[config.mk]
export PLATFORM = sky130hd
export DESIGN_NAME = spi_burst_sequencer
export DESIGN_NICKNAME = d
export VERILOG_FILES = /design/src/rtl/spi_seq_pkg.sv /design/src/rtl/spi_seq_timer.sv /design/src/rtl/spi_burst_sequencer.sv
export SDC_FILE = /design/constraint.sdc
export NUM_CORES = 1
export LEC_CHECK = 0
export BUFFER_PORTS_ARGS = -buffer_cell sky130_fd_sc_hd__buf_4
export CAP_MARGIN = 20
export CORE_AREA = 2 2 77 79
export DETAILED_ROUTE_END_ITERATION = 7
export DIE_AREA = 0 0 79 81
export PLACE_DENSITY = 0.73
export SETUP_SLACK_MARGIN = 0.3
export SYNTH_ARGS = -nofsm -noshare
export SYNTH_HDL_FRONTEND = slang
export SYNTH_SLANG_ARGS = --single-unit
[constraint.sdc]
create_clock -name clk -period 2.8 [get_ports clk]
set_input_delay 0.42 -clock clk [delete_from_list [all_inputs] [get_ports clk]]
set_output_delay 0.42 -clock clk [all_outputs]
set_load 0.005 [all_outputs]
[src/rtl/spi_seq_pkg.sv]
// Shared definitions for the SPI burst sequencer: FSM encoding, MMIO word map,
// status bit positions and burst limits.
// No logic; constants and a length-clamp helper only.
package spi_seq_pkg;

   // FSM state encoding
   localparam logic [2:0] S_IDLE       = 3'd0;
   localparam logic [2:0] S_CS_SETUP   = 3'd1;
   localparam logic [2:0] S_LOAD       = 3'd2;
   localparam logic [2:0] S_WAIT_START = 3'd3;
   localparam logic [2:0] S_WAIT_DONE  = 3'd4;
   localparam logic [2:0] S_CAPTURE    = 3'd5;
   localparam logic [2:0] S_CS_HOLD    = 3'd6;
   localparam logic [2:0] S_FINISH     = 3'd7;

   // Word indices on the SPI master peripheral
   localparam logic [7:0] WRITE_DATA      = 8'h01;
   localparam logic [7:0] READ_AND_STATUS = 8'h04;

   // Status word bit positions (bits 7:0 carry the received byte)
   localparam int READY_BIT = 8;
   localparam int BUSY_BIT  = 9;

   localparam int MAX_BURST = 16;
   localparam int TIMER_W   = 16;

   // Bursts longer than MAX_BURST are truncated, never wrapped.
   function automatic logic [4:0] clamp_len(input logic [4:0] len);
      return (len > 5'(MAX_BURST)) ? 5'(MAX_BURST) : len;
   endfunction

endpackage

[src/rtl/spi_seq_timer.sv]
// Loadable saturating down-counter with a zero flag.
// Latency: count visible the cycle after load; zero asserted once count reaches 0.
// Backpressure: none; counts every cycle, holds at zero.
// Ports: clk, rst (sync, active-high), load/load_val (reload), zero (count == 0).
module spi_seq_timer #(
   parameter int W = 16
) (
   input  logic         clk,
   input  logic         rst,
   input  logic         load,
   input  logic [W-1:0] load_val,
   output logic         zero
);

   logic [W-1:0] count;

   always_ff @(posedge clk) begin
      if (rst) begin
         count <= '0;
      end else if (load) begin
         count <= load_val;
      end else if (count != '0) begin
         count <= count - 1'b1;
      end
   end

   assign zero = (count == '0);

endmodule

[src/rtl/spi_burst_sequencer.sv]
// Runs a burst of 1..16 SPI bytes through an MMIO SPI master: chip select framing,
// byte write, busy polling with start timeout, and received-byte capture.
// Latency: write 1 cycle after tx accept; rx_valid 1 cycle after busy falls.
// Backpressure: tx_ready only in LOAD; rx_valid/done are unthrottled pulses.
// Ports: cmd_valid/cmd_ready/cmd_len (burst request), tx_valid/tx_ready/tx_data
// (outgoing bytes), rx_valid/rx_data (received bytes), done/error/busy (status),
// spi_cs_n, spi_addr/spi_wr_en/spi_wr_data/spi_rd_data (peripheral MMIO port).
module spi_burst_sequencer
   import spi_seq_pkg::*;
#(
   parameter int CS_SETUP_CYCLES = 2,
   parameter int CS_HOLD_CYCLES  = 2,
   parameter int START_TIMEOUT   = 255
) (
   input  logic        clk,
   input  logic        rst,
   input  logic        cmd_valid,
   output logic        cmd_ready,
   input  logic [4:0]  cmd_len,
   input  logic        tx_valid,
   output logic        tx_ready,
   input  logic [7:0]  tx_data,
   output logic        rx_valid,
   output logic [7:0]  rx_data,
   output logic        done,
   output logic        error,
   output logic        busy,
   output logic        spi_cs_n,
   output logic [7:0]  spi_addr,
   output logic [3:0]  spi_wr_en,
   output logic [31:0] spi_wr_data,
   input  logic [31:0] spi_rd_data
);

   logic [2:0]         state, state_nxt;
   logic [4:0]         rem;
   logic               err_flag, err_set;
   logic               t_load, t_zero;
   logic [TIMER_W-1:0] t_val;
   logic               wr_now, st_busy, capture_now;
   logic               rd_unused;

   spi_seq_timer #(.W(TIMER_W)) u_timer (
      .clk      (clk),
      .rst      (rst),
      .load     (t_load),
      .load_val (t_val),
      .zero     (t_zero)
   );

   assign cmd_ready = (state == S_IDLE);
   assign tx_ready  = (state == S_LOAD);
   assign busy      = (state != S_IDLE);

   assign wr_now      = (state == S_LOAD) && tx_valid;
   assign st_busy     = spi_rd_data[BUSY_BIT];
   assign capture_now = (state == S_WAIT_DONE) && (state_nxt == S_CAPTURE);
   // Ready and upper status bits carry nothing the sequencer acts on.
   assign rd_unused   = ^{spi_rd_data[31:10], spi_rd_data[READY_BIT]};

   // A timer reload of N keeps the state for N+1 cycles (N counts plus the zero cycle).
   always_comb begin
      state_nxt = state;
      t_load    = 1'b0;
      t_val     = '0;
      err_set   = 1'b0;
      case (state)
         S_IDLE: begin
            if (cmd_valid) begin
               if (cmd_len == 5'd0) begin
                  state_nxt = S_FINISH;
               end else begin
                  state_nxt = S_CS_SETUP;
                  t_load    = 1'b1;
                  t_val     = TIMER_W'(CS_SETUP_CYCLES);
               end
            end
         end
         S_CS_SETUP: begin
            if (t_zero) state_nxt = S_LOAD;
         end
         S_LOAD: begin
            if (tx_valid) begin
               state_nxt = S_WAIT_START;
               t_load    = 1'b1;
               t_val     = TIMER_W'(START_TIMEOUT);
            end
         end
         S_WAIT_START: begin
            // During the write cycle spi_addr points at WRITE_DATA, so the
            // status read is meaningless and busy is not sampled.
            if ((spi_wr_en == 4'b0000) && st_busy) begin
               state_nxt = S_WAIT_DONE;
            end else if (t_zero) begin
               state_nxt = S_CS_HOLD;
               err_set   = 1'b1;
               t_load    = 1'b1;
               t_val     = TIMER_W'(CS_HOLD_CYCLES);
            end
         end
         S_WAIT_DONE: begin
            if (!st_busy) state_nxt = S_CAPTURE;
         end
         S_CAPTURE: begin
            if (rem <= 5'd1) begin
               state_nxt = S_CS_HOLD;
               t_load    = 1'b1;
               t_val     = TIMER_W'(CS_HOLD_CYCLES);
            end else begin
               state_nxt = S_LOAD;
            end
         end
         S_CS_HOLD: begin
            if (t_zero) state_nxt = S_FINISH;
         end
         S_FINISH: begin
            state_nxt = S_IDLE;
         end
         default: begin
            state_nxt = S_IDLE;
         end
      endcase
   end

   always_ff @(posedge clk) begin
      if (rst) begin
         state       <= S_IDLE;
         rem         <= 5'd0;
         err_flag    <= 1'b0;
         spi_cs_n    <= 1'b1;
         spi_addr    <= READ_AND_STATUS;
         spi_wr_en   <= 4'b0000;
         spi_wr_data <= 32'h0;
         rx_valid    <= 1'b0;
         rx_data     <= 8'h00;
         done        <= 1'b0;
         error       <= 1'b0;
      end else begin
         state <= state_nxt;

         if ((state == S_IDLE) && cmd_valid) begin
            rem <= clamp_len(cmd_len);
         end else if ((state == S_CAPTURE) && (rem != 5'd0)) begin
            rem <= rem - 5'd1;
         end

         if (state == S_FINISH) begin
            err_flag <= 1'b0;
         end else if (err_set) begin
            err_flag <= 1'b1;
         end

         // Registered outputs are computed from the next state so they line up
         // with the state they belong to.
         spi_cs_n    <= (state_nxt == S_IDLE) || (state_nxt == S_FINISH);
         spi_wr_en   <= wr_now ? 4'b0001 : 4'b0000;
         spi_addr    <= wr_now ? WRITE_DATA : READ_AND_STATUS;
         spi_wr_data <= wr_now ? {24'h0, tx_data} : 32'h0;

         rx_valid <= capture_now;
         if (capture_now) rx_data <= spi_rd_data[7:0];

         done  <= (state_nxt == S_FINISH);
         error <= (state_nxt == S_FINISH) && err_flag;
      end
   end

endmodule

==> flow_summary.toml <==
[run_status]
status = "complete, no violations"

[clock_tree]
cts_root_buffer = "clkbuf_8"
cts_max_path_buffers = 2
clkTransAtPathRegs_ns = 0.08
cts_tree = "built"
postCtsHoldBufs = 0
clkLatencyLatePin_ns = 0.29
ctsResizeCount = 0
clock-sinks = 47
cts-buffers-inserted = 5
post_cts_buffers = 0
htree_levels = 2

[synthesis]
synth.avg_cell_area_um2 = 8.52
yosysUniqueCellTypes = 53
synth_top_flop_cell = "dfxtp_1"
async_flop_share = 0
synth_seq_cells = 47
syn_inst = 290
mappedNetlistArea_mm2 = 0.00247
synth_edf_count = 0
ys_seq_area_frac = 0.381
yosys_warnings = 0

[setup_path]
r2r-start = "u_timer.count[0]"
crit_type = "flip-flop to flip-flop"
critPathArrivalTime_ns = 2.50
end_kind = "flip-flop"
r2r-end = "spi_cs_n"
worstPathRequired_ns = 3.01
rrSetupSlack_ns = 0.51
rr_worst_depth = 8
cp-start-kind = "flip-flop"
critical_path.max_fanout = 12

[placement]
dpl_cell_area_mm2 = 0.00278
numPortBuffers = 51
gp_congestion = 0.855
hpwl_um = 3660

[sta]
period_minus_slack_ns = 2.29
tightestPinTransition_ns = 0.531
fin_skew_ns = 0.00289
hold_violations = 0
rsz0062_at_grt = "no"
finalMaxSlewViolations = 0
tns_ns = 0
max_slew_margin = 0.645
finalCritPeriodShare = 0.817
fmax_mhz = 437
finalSetupViolations = 0

[floorplan]
chipHeight_um = 81
start_util = 0.435
die_w_um = 79
core_area_mm2 = 0.00568
ios = 108
std_cell_rows = 28
die_area_mm2 = 0.00640

[final_layout]
layout.nets = 391
diodes = 0
fillCellCount = 557
drive_above_1_share = 0.222
synthToLayoutAreaGrowth_pct = 16.3
design_area_mm2 = 0.00287

[hold_path]
hold_end = "spi_wr_data[4]"
worstHoldStart = "tx_data[4]"
hp-class = "input port to flip-flop"
hold_depth = 2

[power]
power_leakage_nw = 1.23
p_per_area_mw_per_mm2 = 922
peakVddDrop_mv = 0.486

[detailed_routing]
ant_nets = 0
drcViolationCount = 0
first_iter_violations = 131
routedWlPerCell_um = 12.1
via_per_inst = 5.06
wl_um = 5010
vias = 2089
dr.pass1.iters = 4

[global_routing]
grt_max_degree = 30
gr-total-overflow = 0
grt_pass1_wl_um = 8480
antenna_found_initial = 0
grt_usage = 0.165
grt_pass1_vias = 1921

[job]
maxCapViolCount = 0
## flip-flops by register name, summed over array words and instances (netlist names)
signal	count
spi_cs_n	1
state	3
rx_data	8
done	1
rem	5
err_flag	1
u_timer.count	16
error	1
rx_valid	1
spi_addr	2
spi_wr_data	8
## layer usage
metal,up-vias,GRT usage,part of all wire
li1,1045,-,-
met1,965,0.189,0.44
met2,71,0.284,0.48
met3,8,0.0589,0.072
met4,0,0.0638,0.017
met5,-,0,0
## stage by stage
step | util | worst slack, ns | power, W | cells | hold slack (ns)
after detailed placement | 0.490 | 0.533 | 0.00223 | 406 | 0.455
final | 0.506 | 0.513 | 0.00265 | 413 | 0.320
after global routing | 0.506 | 0.348 | 0.00287 | 413 | 0.317
after floorplan | - | 0.820 | 0.00196 | 322 | 0.427
after global placement | 0.490 | 0.570 | 0.00220 | 406 | 0.443
after CTS | 0.505 | 0.526 | 0.00265 | 413 | 0.317
## worst max-delay path by stage
stage | start | end | slack, ns | depth (start not counted)
2_1_floorplan | u_timer.count[0] | spi_cs_n | 0.82 | 7
3_3_place_gp | u_timer.count[0] | u_timer.count[13] | 0.57 | 7
3_5_place_dp | u_timer.count[0] | u_timer.count[12] | 0.53 | 7
4_1_cts | u_timer.count[0] | u_timer.count[14] | 0.53 | 7
5_1_grt | u_timer.count[0] | spi_cs_n | 0.35 | 7
6_report | u_timer.count[0] | spi_cs_n | 0.51 | 8
## layout by cell type, fill, tap and decap left out, types with 2 or more instances in the layout
master and instances:
a21oi_1 25, nor4b_1 2, nand3_1 6, inv_1 12, xnor2_1 3, nand4_1 5
clkbuf_8 6, nor3_1 11, nand2b_1 2, conb_1 33, and2_1 8, o22a_1 2
a31oi_1 2, ha_1 4, or3_1 7, nor2_1 22, nor4_2 3, a311oi_1 2
nand2_1 27, a211oi_1 3, and3_1 2, or4_4 2, xor2_1 8, o211ai_1 3
nor4_1 3, or4_1 4, nor3_2 3, o21ai_0 5, buf_4 53, dfxtp_1 47
a21o_1 3
## logic make-up (layout without fill, tap and decap cells)
group                      Yosys count  in the layout  share of synthesized area
and+or+nand+nor                    115            115                      0.264
buffers and inverters               56             72                      0.141
AOI/OAI and AO/OA                   55             55                      0.149
DFF                                 47             47                      0.381
xor gates and xnor gates            11             11                     0.0390
adders and majority gates            4              4                     0.0203
other                                1             33                    0.00152
muxes                                1              1                    0.00405
## critical path, stage by stage (launching register included)
cell and delay (ns):
dfxtp_1 0.37, inv_1 0.11, ha_1 0.23, nor4b_1 0.42, nand4_1 0.25, buf_4 0.25
nor3_1 0.22, nor3_2 0.11, o31ai_2 0.24
## cell usage after synthesis, drive strengths merged (7+ instances only)
master / n / area share
a21oi: 26 / 0.054
nor3: 14 / 0.032
buf: 38 / 0.11
and2: 9 / 0.024
xor2: 8 / 0.028
nand2: 27 / 0.041
dfxtp: 47 / 0.38
nor2: 22 / 0.033
inv: 12 / 0.018
or3: 7 / 0.018
nor4: 7 / 0.031
## report_power, final
group / switching [W] / internal (W)
Combinational: 0.000665 / 0.000584
Clock: 0.000216 / 0.000194
Sequential: 0.000193 / 0.000796
Total: 0.00107 / 0.00157
## area by class of cell
type | instances | area [µm²] | share of cell area
Clock buffer | 6 | 82.6 | 0.0287
Timing Repair Buffer | 53 | 398 | 0.139
Clock inverter | 1 | 5.00 | 0.00174
Multi-Input combinational cell | 219 | 1310 | 0.455
Inverter | 12 | 45.0 | 0.0157
Tap cell | 75 | 93.8 | 0.0327
Sequential cell | 47 | 941 | 0.328
(Power assumes the default switching activity.)
